==> src/rtl/mux_serial_port.sv <==
// Memory-mapped 8N1 console UART responder for the CPU6 bus.
// Status at BASE_ADDR, data at BASE_ADDR+1.
module mux_serial_port #(
  parameter logic [15:0] BASE_ADDR    = 16'hF200,
  parameter int          CLKS_PER_BIT = 16
) (
  input  logic        clock,
  input  logic        reset,
  input  logic [15:0] addressBus,
  input  logic [7:0]  dataOutBus,
  input  logic        writeEnBus,
  output logic [7:0]  dataInBus,
  output logic        selected,
  output logic        tx,
  input  logic        rx
);

  localparam int CW = $clog2(CLKS_PER_BIT);
  localparam logic [CW-1:0] C_LAST = CW'(CLKS_PER_BIT - 1);
  localparam logic [CW-1:0] C_HALF = CW'(CLKS_PER_BIT / 2 - 1);

  typedef enum logic [1:0] {
    TX_IDLE, TX_START, TX_DATA, TX_STOP
  } tx_state_t;

  typedef enum logic [1:0] {
    RX_IDLE, RX_START, RX_DATA, RX_STOP
  } rx_state_t;

  tx_state_t     r_tx_st, w_tx_st_n;
  logic [CW-1:0] r_tx_cnt, w_tx_cnt_n;
  logic [2:0]    r_tx_idx, w_tx_idx_n;
  logic [7:0]    r_tx_sh;
  logic [7:0]    r_hold;
  logic          r_hold_full;
  logic          w_tx_load;
  logic          w_tx_o;

  rx_state_t     r_rx_st, w_rx_st_n;
  logic [CW-1:0] r_rx_cnt, w_rx_cnt_n;
  logic [2:0]    r_rx_idx, w_rx_idx_n;
  logic [7:0]    r_rx_sh;
  logic [7:0]    r_rx_data;
  logic          r_rx_rdy, r_ovr, r_fe;
  logic          r_rx_s1, r_rx_s2, r_rx_prev;
  logic          w_rx_shift, w_rx_good, w_rx_bad;

  logic          w_wr_stat, w_wr_data;
  logic [7:0]    w_status;

  assign selected  = (addressBus[15:1] == BASE_ADDR[15:1]);
  assign w_wr_stat = selected & writeEnBus & ~addressBus[0];
  assign w_wr_data = selected & writeEnBus & addressBus[0]
                   & ~r_hold_full;
  assign w_status  = {3'b000, (r_tx_st != TX_IDLE), r_fe,
                      r_ovr, ~r_hold_full, r_rx_rdy};
  assign tx        = w_tx_o;

  // Read mux: zero when the CPU is addressing someone else.
  always_comb begin
    dataInBus = 8'h00;
    if (selected) begin
      dataInBus = addressBus[0] ? r_rx_data : w_status;
    end
  end

  // TX next-state: one counter times every bit; holding
  // register feeds the shifter whenever it is idle or done.
  always_comb begin
    w_tx_st_n  = r_tx_st;
    w_tx_cnt_n = r_tx_cnt;
    w_tx_idx_n = r_tx_idx;
    w_tx_load  = 1'b0;
    w_tx_o     = 1'b1;
    unique case (r_tx_st)
      TX_IDLE: begin
        if (r_hold_full) begin
          w_tx_load  = 1'b1;
          w_tx_st_n  = TX_START;
          w_tx_cnt_n = '0;
        end
      end
      TX_START: begin
        w_tx_o = 1'b0;
        if (r_tx_cnt == C_LAST) begin
          w_tx_st_n  = TX_DATA;
          w_tx_cnt_n = '0;
          w_tx_idx_n = 3'd0;
        end else begin
          w_tx_cnt_n = r_tx_cnt + 1'b1;
        end
      end
      TX_DATA: begin
        w_tx_o = r_tx_sh[r_tx_idx];
        if (r_tx_cnt == C_LAST) begin
          w_tx_cnt_n = '0;
          if (r_tx_idx == 3'd7) begin
            w_tx_st_n = TX_STOP;
          end else begin
            w_tx_idx_n = r_tx_idx + 1'b1;
          end
        end else begin
          w_tx_cnt_n = r_tx_cnt + 1'b1;
        end
      end
      TX_STOP: begin
        if (r_tx_cnt == C_LAST) begin
          w_tx_cnt_n = '0;
          if (r_hold_full) begin
            w_tx_load = 1'b1;
            w_tx_st_n = TX_START;
          end else begin
            w_tx_st_n = TX_IDLE;
          end
        end else begin
          w_tx_cnt_n = r_tx_cnt + 1'b1;
        end
      end
      default: w_tx_st_n = TX_IDLE;
    endcase
  end

  // TX registers; a write only lands while holding is empty,
  // so it never collides with a holding-to-shifter load.
  always_ff @(posedge clock) begin
    if (reset) begin
      r_tx_st     <= TX_IDLE;
      r_tx_cnt    <= '0;
      r_tx_idx    <= 3'd0;
      r_tx_sh     <= 8'h00;
      r_hold      <= 8'h00;
      r_hold_full <= 1'b0;
    end else begin
      r_tx_st  <= w_tx_st_n;
      r_tx_cnt <= w_tx_cnt_n;
      r_tx_idx <= w_tx_idx_n;
      if (w_tx_load) begin
        r_tx_sh     <= r_hold;
        r_hold_full <= 1'b0;
      end else if (w_wr_data) begin
        r_hold      <= dataOutBus;
        r_hold_full <= 1'b1;
      end
    end
  end

  // rx synchronizer; left free-running through reset so only
  // a genuine falling edge after reset can start a frame.
  always_ff @(posedge clock) begin
    r_rx_s1   <= rx;
    r_rx_s2   <= r_rx_s1;
    r_rx_prev <= r_rx_s2;
  end

  // RX next-state: half-bit start check, then bit-centre
  // samples of eight data bits and the stop bit.
  always_comb begin
    w_rx_st_n  = r_rx_st;
    w_rx_cnt_n = r_rx_cnt;
    w_rx_idx_n = r_rx_idx;
    w_rx_shift = 1'b0;
    w_rx_good  = 1'b0;
    w_rx_bad   = 1'b0;
    unique case (r_rx_st)
      RX_IDLE: begin
        if (r_rx_prev & ~r_rx_s2) begin
          w_rx_st_n  = RX_START;
          w_rx_cnt_n = '0;
        end
      end
      RX_START: begin
        if (r_rx_cnt == C_HALF) begin
          w_rx_cnt_n = '0;
          w_rx_idx_n = 3'd0;
          w_rx_st_n  = r_rx_s2 ? RX_IDLE : RX_DATA;
        end else begin
          w_rx_cnt_n = r_rx_cnt + 1'b1;
        end
      end
      RX_DATA: begin
        if (r_rx_cnt == C_LAST) begin
          w_rx_cnt_n = '0;
          w_rx_shift = 1'b1;
          if (r_rx_idx == 3'd7) begin
            w_rx_st_n = RX_STOP;
          end else begin
            w_rx_idx_n = r_rx_idx + 1'b1;
          end
        end else begin
          w_rx_cnt_n = r_rx_cnt + 1'b1;
        end
      end
      RX_STOP: begin
        if (r_rx_cnt == C_LAST) begin
          w_rx_cnt_n = '0;
          w_rx_st_n  = RX_IDLE;
          w_rx_good  = r_rx_s2;
          w_rx_bad   = ~r_rx_s2;
        end else begin
          w_rx_cnt_n = r_rx_cnt + 1'b1;
        end
      end
      default: w_rx_st_n = RX_IDLE;
    endcase
  end

  // RX registers and sticky flags; a set wins over a
  // same-edge write-1-to-clear.
  always_ff @(posedge clock) begin
    if (reset) begin
      r_rx_st   <= RX_IDLE;
      r_rx_cnt  <= '0;
      r_rx_idx  <= 3'd0;
      r_rx_sh   <= 8'h00;
      r_rx_data <= 8'h00;
      r_rx_rdy  <= 1'b0;
      r_ovr     <= 1'b0;
      r_fe      <= 1'b0;
    end else begin
      r_rx_st  <= w_rx_st_n;
      r_rx_cnt <= w_rx_cnt_n;
      r_rx_idx <= w_rx_idx_n;
      if (w_rx_shift) begin
        r_rx_sh <= {r_rx_s2, r_rx_sh[7:1]};
      end
      if (w_rx_good) begin
        r_rx_data <= r_rx_sh;
      end
      r_rx_rdy <= w_rx_good
                | (r_rx_rdy & ~(w_wr_stat & dataOutBus[0]));
      r_ovr    <= (w_rx_good & r_rx_rdy)
                | (r_ovr & ~(w_wr_stat & dataOutBus[2]));
      r_fe     <= w_rx_bad
                | (r_fe & ~(w_wr_stat & dataOutBus[3]));
    end
  end

endmodule

==> config.mk <==
export PLATFORM = sky130hd
export DESIGN_NAME = mux_serial_port
export DESIGN_NICKNAME = d
export VERILOG_FILES = /design/src/rtl/mux_serial_port.sv
export SDC_FILE = /design/constraint.sdc
export NUM_CORES = 1
export LEC_CHECK = 0
export BUFFER_PORTS_ARGS = -buffer_cell sky130_fd_sc_hd__buf_2
export CORE_ASPECT_RATIO = 0.9
export CORE_MARGIN = 1
export CORE_UTILIZATION = 40
export DETAILED_ROUTE_END_ITERATION = 12
export PLACE_DENSITY_LB_ADDON = 0.1
export SLEW_MARGIN = 20
export SYNTH_ARGS = -nofsm -noshare
export SYNTH_HDL_FRONTEND = slang
export SYNTH_SLANG_ARGS = --single-unit
==> constraint.sdc <==
create_clock -name clock -period 2.8 [get_ports clock]
set_clock_uncertainty 0.15 [all_clocks]
set_input_delay 0.28 -clock clock [delete_from_list [all_inputs] [get_ports clock]]
set_output_delay 0.28 -clock clock [all_outputs]
set_load 0.02 [all_outputs]
== Yosys cells after proc, flatten, opt, wreduce, memory -nomap -nowiden ==
Cells that the tools add are included.
Widths: inputs -> output; s select.

* $lt $le $gt $ge: 1
* Multiplexer cells: 43
* Equality and inequality tests: 24
* Reduce and logical (&&, ||, !) cells: 13
* Add/subtract/negate cells: 4
* Bitwise operators: 22

{| class="wikitable"
|+ Operators with widths
! kind !! number
|-
| $ne 2x2->1 const B || 12
|-
| $mux 2 || 11
|-
| $mux 4 || 5
|-
| $mux 3 || 6
|-
| $mux 8 || 2
|-
| $pmux 2 s4 || 2
|-
| $eq 15x15->1 const B || 1
|-
| $and 1x1->1 || 12
|-
| $pmux 3 s2 || 2
|-
| $pmux 4 s3 || 1
|-
| $mux 1 || 10
|-
| $reduce_and 5->1 || 2
|-
| $add 4x1->4 const B || 2
|-
| $eq 2x2->1 const B || 4
|-
| $eq 4x4->1 const B || 2
|-
| $pmux 4 s2 || 1
|-
| $reduce_and 4->1 || 2
|-
| $not 1->1 || 7
|-
| $add 3x1->3 const B || 2
|-
| $eq 3x3->1 const B || 2
|-
| $reduce_bool 2->1 || 3
|-
| $eq 2x1->1 const B || 2
|-
| $eq 4x3->1 const B || 1
|-
| $logic_not 2->1 || 2
|-
| other kinds (7) || 11
|}

* Output and inout port bits: 10
* Register bits after elaboration: 57
* Bits of input ports: 28

== Longest topological paths before layout ==
* Depth in word-level cells: 7
* Mapped depth: 7
* Mapped depth without buffers: 6

== Worst setup path after synthesis ==
No wires, ideal clock.

* Path kind: input -> output
* Start: input addressBus[7]
* End: output dataInBus[5]
* Cell stages on the path: 4
* Setup slack: 986 ps
* Arrival: 1384 ps
* Cells stage by stage: nor4b_2 nand4_1 inv_1 and3_1

* Word-level cells in the longest chain between the ends: 2

{| class="wikitable"
|+ Ends and longest elaborated chain
! item !! line !! RTL
|-
| start: declaration || 9 || <nowiki>input logic [15:0] addressBus,</nowiki>
|-
| $eq 15x15->1 || 51 || <nowiki>assign selected = (addressBus[15:1] == BASE_ADDR[15:1]);</nowiki>
|-
| via selected || 13 || <nowiki>output logic selected,</nowiki>
|-
| $mux 8 || 62 || <nowiki>if (selected) begin</nowiki>
|-
| end: declaration || 12 || <nowiki>output logic [7:0] dataInBus,</nowiki>
|}

The timed path passes the listed nets, and every way through them passes these cells.

== Worst setup path in the final report ==
* Start: register r_tx_idx[0]
* End: output tx

* Word-level cells in the longest chain between the ends: 3

{| class="wikitable"
|+ Ends and longest elaborated chain
! item !! line !! RTL
|-
| start: declaration || 32 || <nowiki>logic [2:0] r_tx_idx, w_tx_idx_n;</nowiki>
|-
| start signal: assignment || 136 || <nowiki>r_tx_idx <= w_tx_idx_n;</nowiki>
|-
| $bmux 1 s3 || 94 || <nowiki>w_tx_o = r_tx_sh[r_tx_idx];</nowiki>
|-
| $mux 1 (implied by the code) || 94 ||
|-
| $pmux 1 s2 || 75 || <nowiki>unique case (r_tx_st)</nowiki>
|-
| end: declaration || 14 || <nowiki>output logic tx,</nowiki>
|}

Every way passes these cells. The select of a mux whose other input is x is not followed.

==> summary by stage <==
Global routing
The via count of the first global-routing pass is 1867. The first global-routing pass estimated 8.91 mm of wire. Global routing finished with a remaining overflow of 0. The initial antenna violation count is 0.

Entering global routing, the biggest net connects 33 pins. The total track usage is 16.4%.

Logic synthesis
Counting flops with a built-in enable in the synthesized netlist gives 0. The predominant post-synthesis flop cell is sky130_fd_sc_hd__dfxtp_1. The post-synthesis cell type count is 49. The Yosys step of the flow raised 0 warnings. The fraction of the yosys area taken by sequential cells is 41.3%.

The average size of a mapped cell is 9.18 µm². The fraction of synthesis flops using an asynchronous set or reset pin is 0%. The post-synthesis cell count is 301. The flop and latch count out of synthesis is 57. Counting every net in the synthesized netlist gives 340. Summing every instance area after synthesis gives 2760 µm².

Critical path
The worst register-to-register path has a setup slack of 0.85 ns. The required time reported for the critical path endpoint is 2.37 ns. The kind of launch point of the worst setup path is a flop. Grouping stages by cell kind, the critical path spends the most delay in multiplexers. The most frequent cell on the critical path is sky130_fd_sc_hd__mux2i_1.

Counting both buffers and inverters, the worst setup path holds a total of 1. The number of cells on the critical path is 4. Walking the worst path, the cells encountered are mux4_2 > mux2i_1 > mux2i_1 > buf_2. Measured in cells, the most critical reg-to-reg path has a length of 6. The worst setup path is of the reg2out kind. The delay of the slowest cell on the worst path is 0.53 ns. The endpoint class of the critical path is a primary output.

The library cell contributing the largest single delay on the critical path is sky130_fd_sc_hd__mux4_2. The arrival time of the worst setup path is 1.78 ns. Along the worst path, the maximum fanout reaches 5.

Routing
The final routed wirelength across all metal layers is 5.48 mm. The first routing iteration left 113 violations. The detailed-router iteration count before antenna repair is 4. Dividing the detail-routed via count by the number of cells gives 4.96.

The routed length per placed instance is 12.7 µm. The total DRC errors in the routed layout is 0. The number of nets with antenna violations after detailed routing is 0. The routed layout has 2136 vias.

Clock network
The clock tree root buffer cell is sky130_fd_sc_hd__clkbuf_8. The insertion delay of the later-clocked pin in the worst-skew pair is 0.33 ns. The clock-pin slew reported for the worst setup and hold paths after clock tree synthesis is 0.07 ns. The maximum clock insertion buffer count is 2. Counting the buffers created by CTS gives 9. The CTS tree is built. The number of clock sinks is 57.

The clock tree synthesis step divided the H-tree into 3 levels. Gates resized during post-CTS repair numbered 0.

Timing
After routing, the total negative slack on setup checks comes to 0 ns. The number of hold violations in the final report is 0. The final count of pins violating max slew is 0.

The worst-case headroom to the max-slew limit is 57.9%. The number of setup violations in the final report is 0. The share of the clock period used by the worst path after layout is 78.9%. The timing-limited maximum frequency is 452 MHz. The transition time at the pin with the least slew margin is 0.628 ns. Setup repair after global routing left no endpoint under its margin. Hold timing on the final database bottoms out at a slack of 0.0338 ns. For the finished layout, the period the worst path requires is 2.21 ns.

Die
The die is 89.6 µm wide. The core box area is 6620 µm². The die covers 7240 µm². The initial core utilization is 41.7%.

The die is 80.8 µm tall. During I/O placement, the number of pins put on the boundary was 38. The floorplan has 28 rows.

Power and ir drop
The analysis attributes to cell leakage a power of 1.23 nW. The total power per unit cell area is 537 nW/µm². The maximum VDD drop is 0.289 mV.

Place
The placed wire-length estimate is 3.89 mm. The global placer's final weighted congestion is 0.830. During placement, the flow inserted port buffers numbering 37.

Layout
The final net count is 376. Measured on the finished design, the core utilization comes to 47.9%. The area added between synthesis and finish is 14.8%.

The repair_antennas step left the layout with diodes totalling 0. The fraction of layout instances using a drive strength above 1 is 20.5%.

Run
Across the run, the number of max-cap violations was 0.

Worst hold path
In this run the worst hold path is classified as in2reg. The worst hold path was traced through 3 stages.

Status
The run finished with clean final reports.
==> cells in the final DEF, fill, tap and decap left out, types with 3 or more instances in the layout <==
cell type,Yosys,final
sky130_fd_sc_hd__nand2b_1,3,3
sky130_fd_sc_hd__buf_2,2,37
sky130_fd_sc_hd__buf_4,2,5
sky130_fd_sc_hd__a21oi_1,20,20
sky130_fd_sc_hd__a211oi_1,4,4
sky130_fd_sc_hd__nor2_1,35,35
sky130_fd_sc_hd__nand3_1,7,7
sky130_fd_sc_hd__nor2b_1,4,4
sky130_fd_sc_hd__o21ai_0,6,6
sky130_fd_sc_hd__inv_1,8,8
sky130_fd_sc_hd__clkbuf_8,0,10
sky130_fd_sc_hd__nand2_1,40,40
sky130_fd_sc_hd__clkinvlp_4,0,3
sky130_fd_sc_hd__nor3b_1,6,6
sky130_fd_sc_hd__dfxtp_1,57,57
sky130_fd_sc_hd__mux2i_1,32,32
sky130_fd_sc_hd__nand4_1,3,3
sky130_fd_sc_hd__ha_1,11,11
sky130_fd_sc_hd__and3_1,8,8
==> state kept, by name (all words and copies together), names as in the netlist, 2 cells and up, named ones only <==
register   flops
r_hold         8
r_rx_data      8
r_tx_st        2
r_rx_sh        8
r_rx_cnt       4
r_tx_sh        8
r_tx_cnt       4
r_tx_idx       3
r_rx_idx       3
==> through the flow <==
stage	setup WS (ns)	power (mW)	area [µm²]	instances
detailed placement	0.743	1.06	2990	415
finish	0.589	1.70	3170	431
global route	0.473	1.79	3170	431
global placement	0.838	1.06	2990	415
floorplan	0.986	0.993	2760	301
CTS	0.553	1.73	3170	431
==> cells in the mapped netlist (2+ instances only) <==
| master | instances | share of area [%] |
|---|---|---|
| sky130_fd_sc_hd__dfxtp_1 | 57 | 41 |
| sky130_fd_sc_hd__nand2_1 | 40 | 5.4 |
| sky130_fd_sc_hd__nor2_1 | 35 | 4.8 |
| sky130_fd_sc_hd__mux2i_1 | 32 | 12 |
| sky130_fd_sc_hd__a21oi_1 | 20 | 3.6 |
| sky130_fd_sc_hd__ha_1 | 11 | 5.0 |
| sky130_fd_sc_hd__and3_1 | 8 | 1.8 |
| sky130_fd_sc_hd__clkbuf_1 | 8 | 1.1 |
| sky130_fd_sc_hd__inv_1 | 8 | 1.1 |
| sky130_fd_sc_hd__nand3_1 | 7 | 1.3 |
| sky130_fd_sc_hd__nor3b_1 | 6 | 1.6 |
| sky130_fd_sc_hd__o21ai_0 | 6 | 1.1 |
| sky130_fd_sc_hd__a211oi_1 | 4 | 1.1 |
| sky130_fd_sc_hd__buf_6 | 4 | 1.6 |
| sky130_fd_sc_hd__nor2b_1 | 4 | 0.91 |
| sky130_fd_sc_hd__nand2b_1 | 3 | 0.68 |
| sky130_fd_sc_hd__nand4_1 | 3 | 0.68 |
| sky130_fd_sc_hd__a211o_1 | 2 | 0.63 |
| sky130_fd_sc_hd__a22o_1 | 2 | 0.63 |
| sky130_fd_sc_hd__a31oi_1 | 2 | 0.45 |
| sky130_fd_sc_hd__and2_1 | 2 | 0.45 |
| sky130_fd_sc_hd__buf_1 | 2 | 0.27 |
| sky130_fd_sc_hd__buf_2 | 2 | 0.36 |
| sky130_fd_sc_hd__buf_4 | 2 | 0.54 |
| sky130_fd_sc_hd__mux4_2 | 2 | 1.6 |
| sky130_fd_sc_hd__nand3b_1 | 2 | 0.54 |
| sky130_fd_sc_hd__nor3_1 | 2 | 0.36 |
| sky130_fd_sc_hd__nor3_2 | 2 | 0.72 |
| sky130_fd_sc_hd__nor4b_2 | 2 | 1.1 |
| sky130_fd_sc_hd__o31ai_1 | 2 | 0.54 |
==> routing by layer <==
layer,global-route usage (%),routed length (µm),vias to the layer above
met3,6.40,234,6
met2,24.1,2380,39
li1,-,-,1126
met1,22.0,2820,965
met5,0,0,-
met4,4.92,44,0
==> tightest hold or removal path, delay by kind of cell <==
kind	cells	cell delay (ns)
buf+inv	1	0.10
mux	1	0.05
simple gates	1	0.04
==> cell families after synthesis <==
logic type	share of synthesized area [%]
buffers and inverters	4.98
multiplexers	13.6
adder cells (fa/ha/maj)	4.98
AND/OR/NAND/NOR	23.8
XOR/XNOR	0.317
flip-flops	41.3
AO/OA/AOI/OAI	11.0
==> final cells by class <==
cell class,instances,area [µm²]
Fill cell,635,3450
Multi-Input combinational cell,218,1480
Timing Repair Buffer,43,233
Clock buffer,10,138
Clock inverter,5,32.5
Inverter,8,30.0
Tap cell,90,113
Sequential cell,57,1140
==> timing repair <==
item / CTS / global route
buffers inserted: 0 / 0
hold buffers: 1 / 0
endpoints found under the hold margin: 1 / 0
==> worst paths after layout <==
check                                   start           to
worst min register to register        r_rx_s1      r_rx_s2
worst min-delay path            dataOutBus[6]    r_hold[6]
worst max-delay path              r_tx_idx[0]           tx
worst max register to register    r_rx_cnt[0]  r_rx_idx[1]
==> where the power goes <==
group / internal [mW] / switching [mW]
registers: 0.823 / 0.0124
logic: 0.0823 / 0.122
clock network: 0.336 / 0.328
Note: power is estimated with default switching activity, not from simulation.
